==> src/rtl/regfile_wb_ctrl_pkg.sv <==
// Shared register-file definitions for the npc integer register file and its
// write-port scheduler.
package regfile_wb_ctrl_pkg;

  localparam logic RST_VAL      = 1'b0;
  localparam int   REG_BUS_W    = 32;
  localparam int   REG_ADDR_W   = 5;
  localparam int   REG_NUM      = 32;
  localparam int   REG0         = 0;
  localparam int   LQ_DEPTH_DEF = 4;

endpackage

==> src/rtl/wb_tag_fifo.sv <==
// In-order FIFO of load destination tags; exposes raw entries plus a valid
// mask so the owner can build a scoreboard without extra state.
module wb_tag_fifo
  import regfile_wb_ctrl_pkg::*;
#(
  parameter  int ADDR_W = REG_ADDR_W,
  parameter  int DEPTH  = LQ_DEPTH_DEF,
  localparam int PTR_W  = $clog2(DEPTH),
  localparam int CNT_W  = PTR_W + 1
) (
  input  logic                           clk,
  input  logic                           rst,
  input  logic                           push,
  input  logic [ADDR_W-1:0]              push_rd,
  input  logic                           pop,
  output logic [DEPTH-1:0][ADDR_W-1:0]   entries,
  output logic [DEPTH-1:0]               vmask,
  output logic [ADDR_W-1:0]              head_rd,
  output logic [CNT_W-1:0]               count
);

  logic [PTR_W-1:0] wr_ptr, rd_ptr;

  // Entry contents need no reset: vmask hides anything stale.
  always_ff @(posedge clk) begin
    if (rst == RST_VAL) begin
      wr_ptr <= '0;
      rd_ptr <= '0;
      count  <= '0;
    end else begin
      if (push) begin
        entries[wr_ptr] <= push_rd;
        wr_ptr          <= wr_ptr + 1'b1;
      end
      if (pop) rd_ptr <= rd_ptr + 1'b1;
      case ({push, pop})
        2'b10:   count <= count + 1'b1;
        2'b01:   count <= count - 1'b1;
        default: ;
      endcase
    end
  end

  for (genvar i = 0; i < DEPTH; i++) begin : g_vld
    logic [PTR_W-1:0] off;
    assign off      = PTR_W'(i) - rd_ptr;
    assign vmask[i] = CNT_W'(off) < count;
  end

  assign head_rd = entries[rd_ptr];

endmodule

==> src/rtl/regfile_wb_ctrl.sv <==
// Single write-port scheduler: load responses win over ALU results, ALU writes
// wait on outstanding loads to the same rd, and decode stalls on pending writes.
module regfile_wb_ctrl
  import regfile_wb_ctrl_pkg::*;
#(
  parameter  int DATA_W   = REG_BUS_W,
  parameter  int ADDR_W   = REG_ADDR_W,
  parameter  int LQ_DEPTH = LQ_DEPTH_DEF,
  localparam int CNT_W    = $clog2(LQ_DEPTH) + 1
) (
  input  logic              clk,
  input  logic              rst,
  input  logic              alu_valid,
  input  logic [ADDR_W-1:0] alu_rd,
  input  logic [DATA_W-1:0] alu_data,
  output logic              alu_ready,
  input  logic              ld_issue_valid,
  input  logic [ADDR_W-1:0] ld_issue_rd,
  output logic              ld_issue_ready,
  input  logic              ld_resp_valid,
  input  logic [DATA_W-1:0] ld_resp_data,
  input  logic [ADDR_W-1:0] rs1,
  input  logic [ADDR_W-1:0] rs2,
  output logic              hazard_stall,
  output logic              wb_wen,
  output logic [ADDR_W-1:0] wb_rd,
  output logic [DATA_W-1:0] wb_data,
  output logic [CNT_W-1:0]  lq_count,
  output logic              resp_err
);

  localparam int NREG = 1 << ADDR_W;

  logic [LQ_DEPTH-1:0][ADDR_W-1:0] entries;
  logic [LQ_DEPTH-1:0]             vmask;
  logic [ADDR_W-1:0]               head_rd;
  logic                            ld_pop, ld_push;
  logic [NREG-1:0]                 busy;

  assign ld_pop         = ld_resp_valid && (lq_count != '0);
  assign ld_issue_ready = (lq_count < CNT_W'(LQ_DEPTH)) || ld_pop;
  assign ld_push        = ld_issue_valid && ld_issue_ready;

  wb_tag_fifo #(.ADDR_W(ADDR_W), .DEPTH(LQ_DEPTH)) u_fifo (
    .clk     (clk),
    .rst     (rst),
    .push    (ld_push),
    .push_rd (ld_issue_rd),
    .pop     (ld_pop),
    .entries (entries),
    .vmask   (vmask),
    .head_rd (head_rd),
    .count   (lq_count)
  );

  // Duplicate tags simply OR together, so a register stays busy until its
  // last outstanding load retires.
  always_comb begin
    busy = '0;
    for (int i = 0; i < LQ_DEPTH; i++)
      if (vmask[i]) busy[entries[i]] = 1'b1;
    busy[REG0] = 1'b0;
  end

  assign alu_ready = alu_valid && !ld_resp_valid && !busy[alu_rd];

  logic              sel_vld;
  logic [ADDR_W-1:0] sel_rd;
  logic [DATA_W-1:0] sel_data;

  always_comb begin
    sel_vld  = 1'b0;
    sel_rd   = '0;
    sel_data = '0;
    if (ld_pop) begin
      sel_vld  = 1'b1;
      sel_rd   = head_rd;
      sel_data = ld_resp_data;
    end else if (alu_ready) begin
      sel_vld  = 1'b1;
      sel_rd   = alu_rd;
      sel_data = alu_data;
    end
  end

  // x0 writes are consumed but never reach the register file.
  always_ff @(posedge clk) begin
    if (rst == RST_VAL) begin
      wb_wen   <= 1'b0;
      wb_rd    <= '0;
      wb_data  <= '0;
      resp_err <= 1'b0;
    end else begin
      wb_wen <= sel_vld && (sel_rd != ADDR_W'(REG0));
      if (sel_vld && (sel_rd != ADDR_W'(REG0))) begin
        wb_rd   <= sel_rd;
        wb_data <= sel_data;
      end
      if (ld_resp_valid && (lq_count == '0)) resp_err <= 1'b1;
    end
  end

  logic [1:0][ADDR_W-1:0] srcs;
  logic [1:0]             src_hit;

  assign srcs = {rs2, rs1};

  for (genvar s = 0; s < 2; s++) begin : g_src
    assign src_hit[s] = (srcs[s] != ADDR_W'(REG0)) &&
                        (busy[srcs[s]] || (wb_wen && (wb_rd == srcs[s])));
  end

  assign hazard_stall = |src_hit;

endmodule
==> config.mk <==
export PLATFORM = sky130hd
export DESIGN_NAME = regfile_wb_ctrl
export DESIGN_NICKNAME = d
export VERILOG_FILES = /design/src/rtl/regfile_wb_ctrl_pkg.sv /design/src/rtl/wb_tag_fifo.sv /design/src/rtl/regfile_wb_ctrl.sv
export SDC_FILE = /design/constraint.sdc
export NUM_CORES = 1
export LEC_CHECK = 0
export ABC_AREA = 1
export CAP_MARGIN = 20
export CORE_MARGIN = 2
export CORE_UTILIZATION = 52
export CTS_CLUSTER_DIAMETER = 200
export DETAILED_ROUTE_END_ITERATION = 10
export GPL_ROUTABILITY_DRIVEN = 0
export PLACE_DENSITY = 0.82
export SETUP_SLACK_MARGIN = 0.3
export SYNTH_ARGS = -nofsm -noshare
export SYNTH_HDL_FRONTEND = slang
export SYNTH_SLANG_ARGS = --single-unit
==> constraint.sdc <==
create_clock -name clk -period 4.4 [get_ports clk]
set_input_delay 1.32 -clock clk [delete_from_list [all_inputs] [get_ports clk]]
set_output_delay 1.32 -clock clk [all_outputs]
set_load 0.02 [all_outputs]
## Yosys cells after proc, flatten, opt, wreduce, memory -nomap -nowiden

Cells that the tools add are included.

| storage, ports and cells | value |
|---|---|
| bits in registers | 66 |
| bits of input ports | 89 |

| operators by class | value |
|---|---|
| add/sub/neg operators | 8 |
| order comparisons | 19 |
| equality and inequality tests | 4 |
| multiplexer cells | 30 |
| bitwise gates (word level) | 3 |
| reductions and logical operators | 28 |

Operator list:

| cell | count |
|---|---|
| 32-bit 2-to-1 mux | 6 |
| 32-bit bitwise OR | 3 |
| 5-bit by 6-bit < comparator with 1-bit output (second input constant) | 7 |
| 20-bit bitwise mux | 1 |
| 1-bit demux with 5-bit select | 4 |
| 5-bit by 1-bit >= comparator with 1-bit output (second input constant) | 4 |
| 5-bit 2-to-1 mux | 4 |
| 1-bit binary-select mux with 5-bit select | 3 |
| 1-bit logical AND | 15 |
| 5-bit nonzero test | 3 |
| 2-bit by 3-bit < comparator with 1-bit output | 4 |
| 5-bit binary-select mux with 2-bit select | 1 |
| 5-bit demux with 2-bit select | 1 |
| 5-bit == test | 2 |
| 1-bit 2-to-1 mux | 9 |
| 2-bit by 3-bit < comparator with 1-bit output (second input constant) | 2 |
| 3-bit one-hot mux with 2 select lines | 1 |
| 2-bit by 1-bit adder with 2-bit output (second input constant) | 2 |
| 1-bit by 2-bit subtractor with 2-bit output (first input constant) | 2 |
| 2-bit subtractor (first input constant) | 2 |
| 3-bit by 1-bit adder with 3-bit output (second input constant) | 1 |
| 3-bit logical NOT | 1 |
| 1-bit logical OR | 3 |
| 3-bit < comparator (second input constant) | 1 |
| 9 further kinds | 10 |

## Longest topological paths before layout

| depth | value |
|---|---|
| word-level depth | 19 |
| gate-level depth with buffers | 28 |
| gate-level depth less buffers | 26 |

## Cells and area by module

Synthesis repeated with hierarchy kept, for this count alone.

| second synthesis, totals | value |
|---|---|
| cell total of the unflattened synthesis | 967 |
| area, all modules | 5779.3 um^2 |

Modules (own cells, without submodules):

| module | instances | cells each | area an instance (um^2) | sequential area each (um^2) |
|---|---|---|---|---|
| regfile_wb_ctrl | 1 | 849 | 4534.3 | 780.7 |
| wb_tag_fifo | 1 | 118 | 1244.9 | 740.7 |

## Least setup slack after synthesis

OpenSTA, ideal clock, no wires.

| timing path | value |
|---|---|
| path type | input -> output |
| from | input alu_rd[0] |
| to | output alu_ready |
| arrival time | 2.720 ns |
| required time | 3.080 ns |
| path slack | 0.360 ns |
| stages | 12 |
| cells stage by stage | clkinv_1 -> nor2_1 -> inv_1 -> nor2_1 -> nor2_1 -> nand3_1 -> nand3_1 -> nand2_1 -> nand2_2 -> and3_1 -> buf_2 -> buf_2 |

| between the ends | value |
|---|---|
| longest elaborated chain between the ends | 4 |

RTL lines:

| element | line | text |
|---|---|---|
| from (decl) | regfile_wb_ctrl.sv:14 | `input logic [ADDR_W-1:0] alu_rd,` |
| 1-bit binary-select mux with 5-bit select | regfile_wb_ctrl.sv:65 | `assign alu_ready = alu_valid && !ld_resp_valid && !busy[alu_rd];` |
| 1-bit 2-to-1 mux (not written as such) | regfile_wb_ctrl.sv:65 |  |
| 1-bit logical NOT | regfile_wb_ctrl.sv:65 |  |
| 1-bit logical AND | regfile_wb_ctrl.sv:65 |  |
| to (decl) | regfile_wb_ctrl.sv:16 | `output logic alu_ready,` |

No other way between the ends. The select of a mux whose other input is x is not followed.

## Worst setup path in the final report

| timing path | value |
|---|---|
| from | register u_fifo.count[1] |
| to | output hazard_stall |

| between the ends | value |
|---|---|
| longest elaborated chain between the ends | 13 |
| elaborated cells on any way between the ends | 20 |
| those cells by class | 4 x order compare; 8 x mux; 3 x bitwise; 5 x reduce/logical |

RTL lines:

| element | line | text |
|---|---|---|
| from (decl) | wb_tag_fifo.sv:19 | `output logic [CNT_W-1:0] count` |
| from (signal assigned) | wb_tag_fifo.sv:37 | `2'b10: count <= count + 1'b1;` |
| from (signal assigned) | wb_tag_fifo.sv:38 | `2'b01: count <= count - 1'b1;` |
| 2-bit by 3-bit < comparator with 1-bit output | wb_tag_fifo.sv:47 | `assign vmask[i] = CNT_W'(off) < count;` |
| 32-bit 2-to-1 mux | regfile_wb_ctrl.sv:61 | `if (vmask[i]) busy[entries[i]] = 1'b1;` |
| 32-bit bitwise OR (no line) | - |  |
| 32-bit 2-to-1 mux | regfile_wb_ctrl.sv:61 |  |
| 32-bit bitwise OR (no line) | - |  |
| 32-bit 2-to-1 mux | regfile_wb_ctrl.sv:61 |  |
| 32-bit bitwise OR (no line) | - |  |
| 32-bit 2-to-1 mux * | regfile_wb_ctrl.sv:61 |  |
| 1-bit binary-select mux with 5-bit select | regfile_wb_ctrl.sv:110 | `(busy[srcs[s]] \|\| (wb_wen && (wb_rd == srcs[s])));` |
| 1-bit 2-to-1 mux (not written as such) | regfile_wb_ctrl.sv:110 |  |
| 1-bit logical OR | regfile_wb_ctrl.sv:110 |  |
| 1-bit logical AND | regfile_wb_ctrl.sv:109 | `assign src_hit[s] = (srcs[s] != ADDR_W'(REG0)) &&` |
| 2-bit OR reduction * | regfile_wb_ctrl.sv:113 | `assign hazard_stall = \|src_hit;` |
| to (decl) | regfile_wb_ctrl.sv:24 | `output logic hazard_stall,` |

Mark *: on every way between the ends. The rest lies on a longest branch, timed or not. The select of a mux whose other input is x is not followed.

==> results.ini <==
[detailed_routing]
num_vias = 7884
drt-wirelength-per-cell_um = 15.1
wirelength_um = 21500
dr.first_iter.drc_count = 935
firstDrtPassIters = 7
ant_nets = 0
route.detailed.drc = 0
viasPerCell = 5.55

[worst_setup_path]
required_ps = 3080
startpoint_type = flip-flop
critical_path_class = reg2out
cp.arrival_ps = 2890
path_max_fanout = 7
end_kind = primary output

[clock_tree]
ctsHoldBuffers = 0
path_clk_slew_ps = 60
cts.sinks = 66
clk_latency_ps = 340
cts_buffer_depth = 2
numCtsBuffers = 9
cts_root_buf = clkbuf_16
ctsHtreeMaxLevel = 3
cts_tree = done

[die]
dieArea_um2 = 12400
initial_core_util_pct = 52.8
die_x_um = 111
die_y_um = 111
core_um2 = 11300
num_rows = 39
num_io_pins = 134

[finish]
final_cells = 1420
final_cell_mix = nand2_1 (351), nor2_1 (209), clkdlybuf4s50_1 (124), inv_1 (115), nand3_1 (79)
antenna_cells = 0
fillCellCount = 935
seqCellArea_um2 = 1530
area_growth_pct = 42.0
multi_input_area_um2 = 4070
fin_nets = 1371
final_common_cell = nand2_1
final_layout_size_suffix_gt1_share_pct = 14.7

[global_routing]
antenna_found_initial = 0
grt_max_degree = 66
track_usage_pct = 33.0
grt_pass1_wl_um = 33000
grt_pass1_vias = 6982
overflow = 0

[timing]
layout_min_cycle_time_ps = 4210
fin_crit_sh_pct = 95.6
slew_viol_final = 0
hold_viol_final = 0
worst_slew_pin_slew_ps = 669
skew_ps = 8.58
rsz0062_at_grt = yes
hold_slack_ps = 469
relSlewSlack_pct = 55.0
fmax_ghz = 0.238
setup_viol = 0

[synth]
syn_nets = 1187
synth_area_per_cell_um2 = 5.50
synth-seq-cells = 66
ys.flop_type = dfxtp_1
synthAdderAreaFrac_pct = 2.22
synth_top_family_by_area = simple AND/OR/NAND/NOR gates
ys_types = 35
synth_simple_gate_area_share_pct = 52.1
ys.warnings.count = 0
synth_seq_area_share_pct = 25.4
synthXorXnorAreaFrac_pct = 0.439
synth_edf_count = 20
synth_compound_area_share_pct = 8.24
synth_mux_area_share_pct = 0
async_reset_ff_share_pct = 0
synth_area_um2 = 5980
synthCells = 1088

[power_and_ir_drop]
p_leak_nw = 4.04
power.net_switching_w = 0.00215
comb_power_share_pct = 63.5
switching_share_pct = 47.8
clkPwrFrac_pct = 14.7
p_int_w = 0.00235
max-vdd-ir-drop_mv = 0.360
power_frac_seq_pct = 21.8
power.density_nw_per_um2 = 530

[outcome]
status = completed

[hold_path]
hp-class = reg2reg

[placement]
hpwl_um = 15700
dp_cells = 1386
portBuffers = 133

[job]
drv_cap = 0

==> state kept, by name (all words and copies together) (netlist names) <==
name            flops
resp_err            1
u_fifo.count        3
u_fifo.entries     20
u_fifo.rd_ptr       2
u_fifo.wr_ptr       2
wb_data            32
wb_rd               5
wb_wen              1
==> cell type report <==
class / count / share of cell area (%)
Clock buffer: 9 / 2.65
Timing Repair Buffer: 209 / 22.8
Sequential cell: 66 / 18.0
Inverter: 130 / 5.84
Multi-Input combinational cell: 856 / 47.9
Clock inverter: 7 / 0.634
Tap cell: 143 / 2.11
==> final timing paths <==
check / end / cells past startpoint / slack [ps] / startpoint
worst max register to register: wb_data[1]$_SDFFE_PN0P_ / 29 / 810 / u_fifo.rd_ptr[1]$_SDFFE_PN0P_
worst min-delay path: resp_err$_SDFFE_PN0P_ / 2 / 470 / resp_err$_SDFFE_PN0P_
worst min register to register: resp_err$_SDFFE_PN0P_ / 2 / 470 / resp_err$_SDFFE_PN0P_
worst max-delay path: hazard_stall / 17 / 190 / u_fifo.count[1]$_SDFFE_PN0P_
==> power groups by stage <==
stage / registers [W] / logic [W] / clock network (W)
2_1_floorplan: 0.00118 / 0.00133 / 0
3_3_place_gp: 0.000965 / 0.00232 / 0
3_5_place_dp: 0.000978 / 0.00234 / 0
4_1_cts: 0.000976 / 0.00259 / 0.000668
5_1_grt: 0.00101 / 0.00307 / 0.000693
6_report: 0.000983 / 0.00286 / 0.000660
==> through the flow <==
stage / setup WS [ps] / instance area [um2] / setup TNS, ps / total power, W / utilization (%)
4_1_cts: 223 / 8220 / 0 / 0.00423 / 72.6
3_5_place_dp: -339 / 7760 / -613 / 0.00332 / 68.5
6_report: 192 / 8490 / 0 / 0.00450 / 75.0
2_1_floorplan: 360 / 5980 / 0 / 0.00251 / -
5_1_grt: 92.3 / 8490 / 0 / 0.00477 / 75.0
3_3_place_gp: -318 / 7760 / -598 / 0.00328 / 68.5
==> timing repair <==
item	in CTS	in global routing
pin swaps	16	40
endpoints found under the setup margin	2	3
cloned	1	1
resized for setup	49	68
buffers inserted	10	6
==> cell families after synthesis <==
group,Yosys count
and+or+nand+nor,752
buffers and inverters,168
adders and majority gates,10
xor gates and xnor gates,3
DFF,66
AOI/OAI and AO/OA,89
==> synth_stat cells (all sizes together) (2+ instances only) <==
cell / number / area [um2]
nor3: 18 / 90.1
o21ai: 32 / 160
o22ai: 7 / 43.8
nand4: 34 / 213
o221ai: 3 / 26.3
edfxtp: 20 / 601
nand2: 372 / 1440
xor2: 3 / 26.3
ha: 9 / 113
inv: 129 / 484
nor2: 236 / 906
a221oi: 2 / 17.5
clkbuf: 18 / 67.6
o211ai: 4 / 30.0
dfxtp: 46 / 921
a21oi: 38 / 190
nand3: 89 / 450
buf: 20 / 134
==> routing by layer <==
| metal | GRT usage [%] | part of all wire (%) | vias to the layer above | routed length (um) |
|---|---|---|---|---|
| li1 | - | - | 3812 | - |
| met1 | 39.1 | 37 | 3382 | 7980 |
| met2 | 53.0 | 46 | 548 | 9780 |
| met3 | 6.78 | 10 | 142 | 2170 |
| met4 | 23.7 | 7.2 | 0 | 1560 |
| met5 | 0 | 0 | - | 0 |
==> critical path, stage by stage, from the launching register on <==
cell      delay, ps
dfxtp_2         320
inv_1            50
buf_4           160
ha_1            190
nand2_1         230
nand2_2         200
nor3_1          310
nor2_1          100
nand2_1         100
inv_1            50
o21ai_0         150
nand3_1          90
o221ai_1        150
nand3_1         100
nand3_1          70
o21ai_1          70
nand2_1          80
buf_6           110
(Power assumes the default switching activity.)
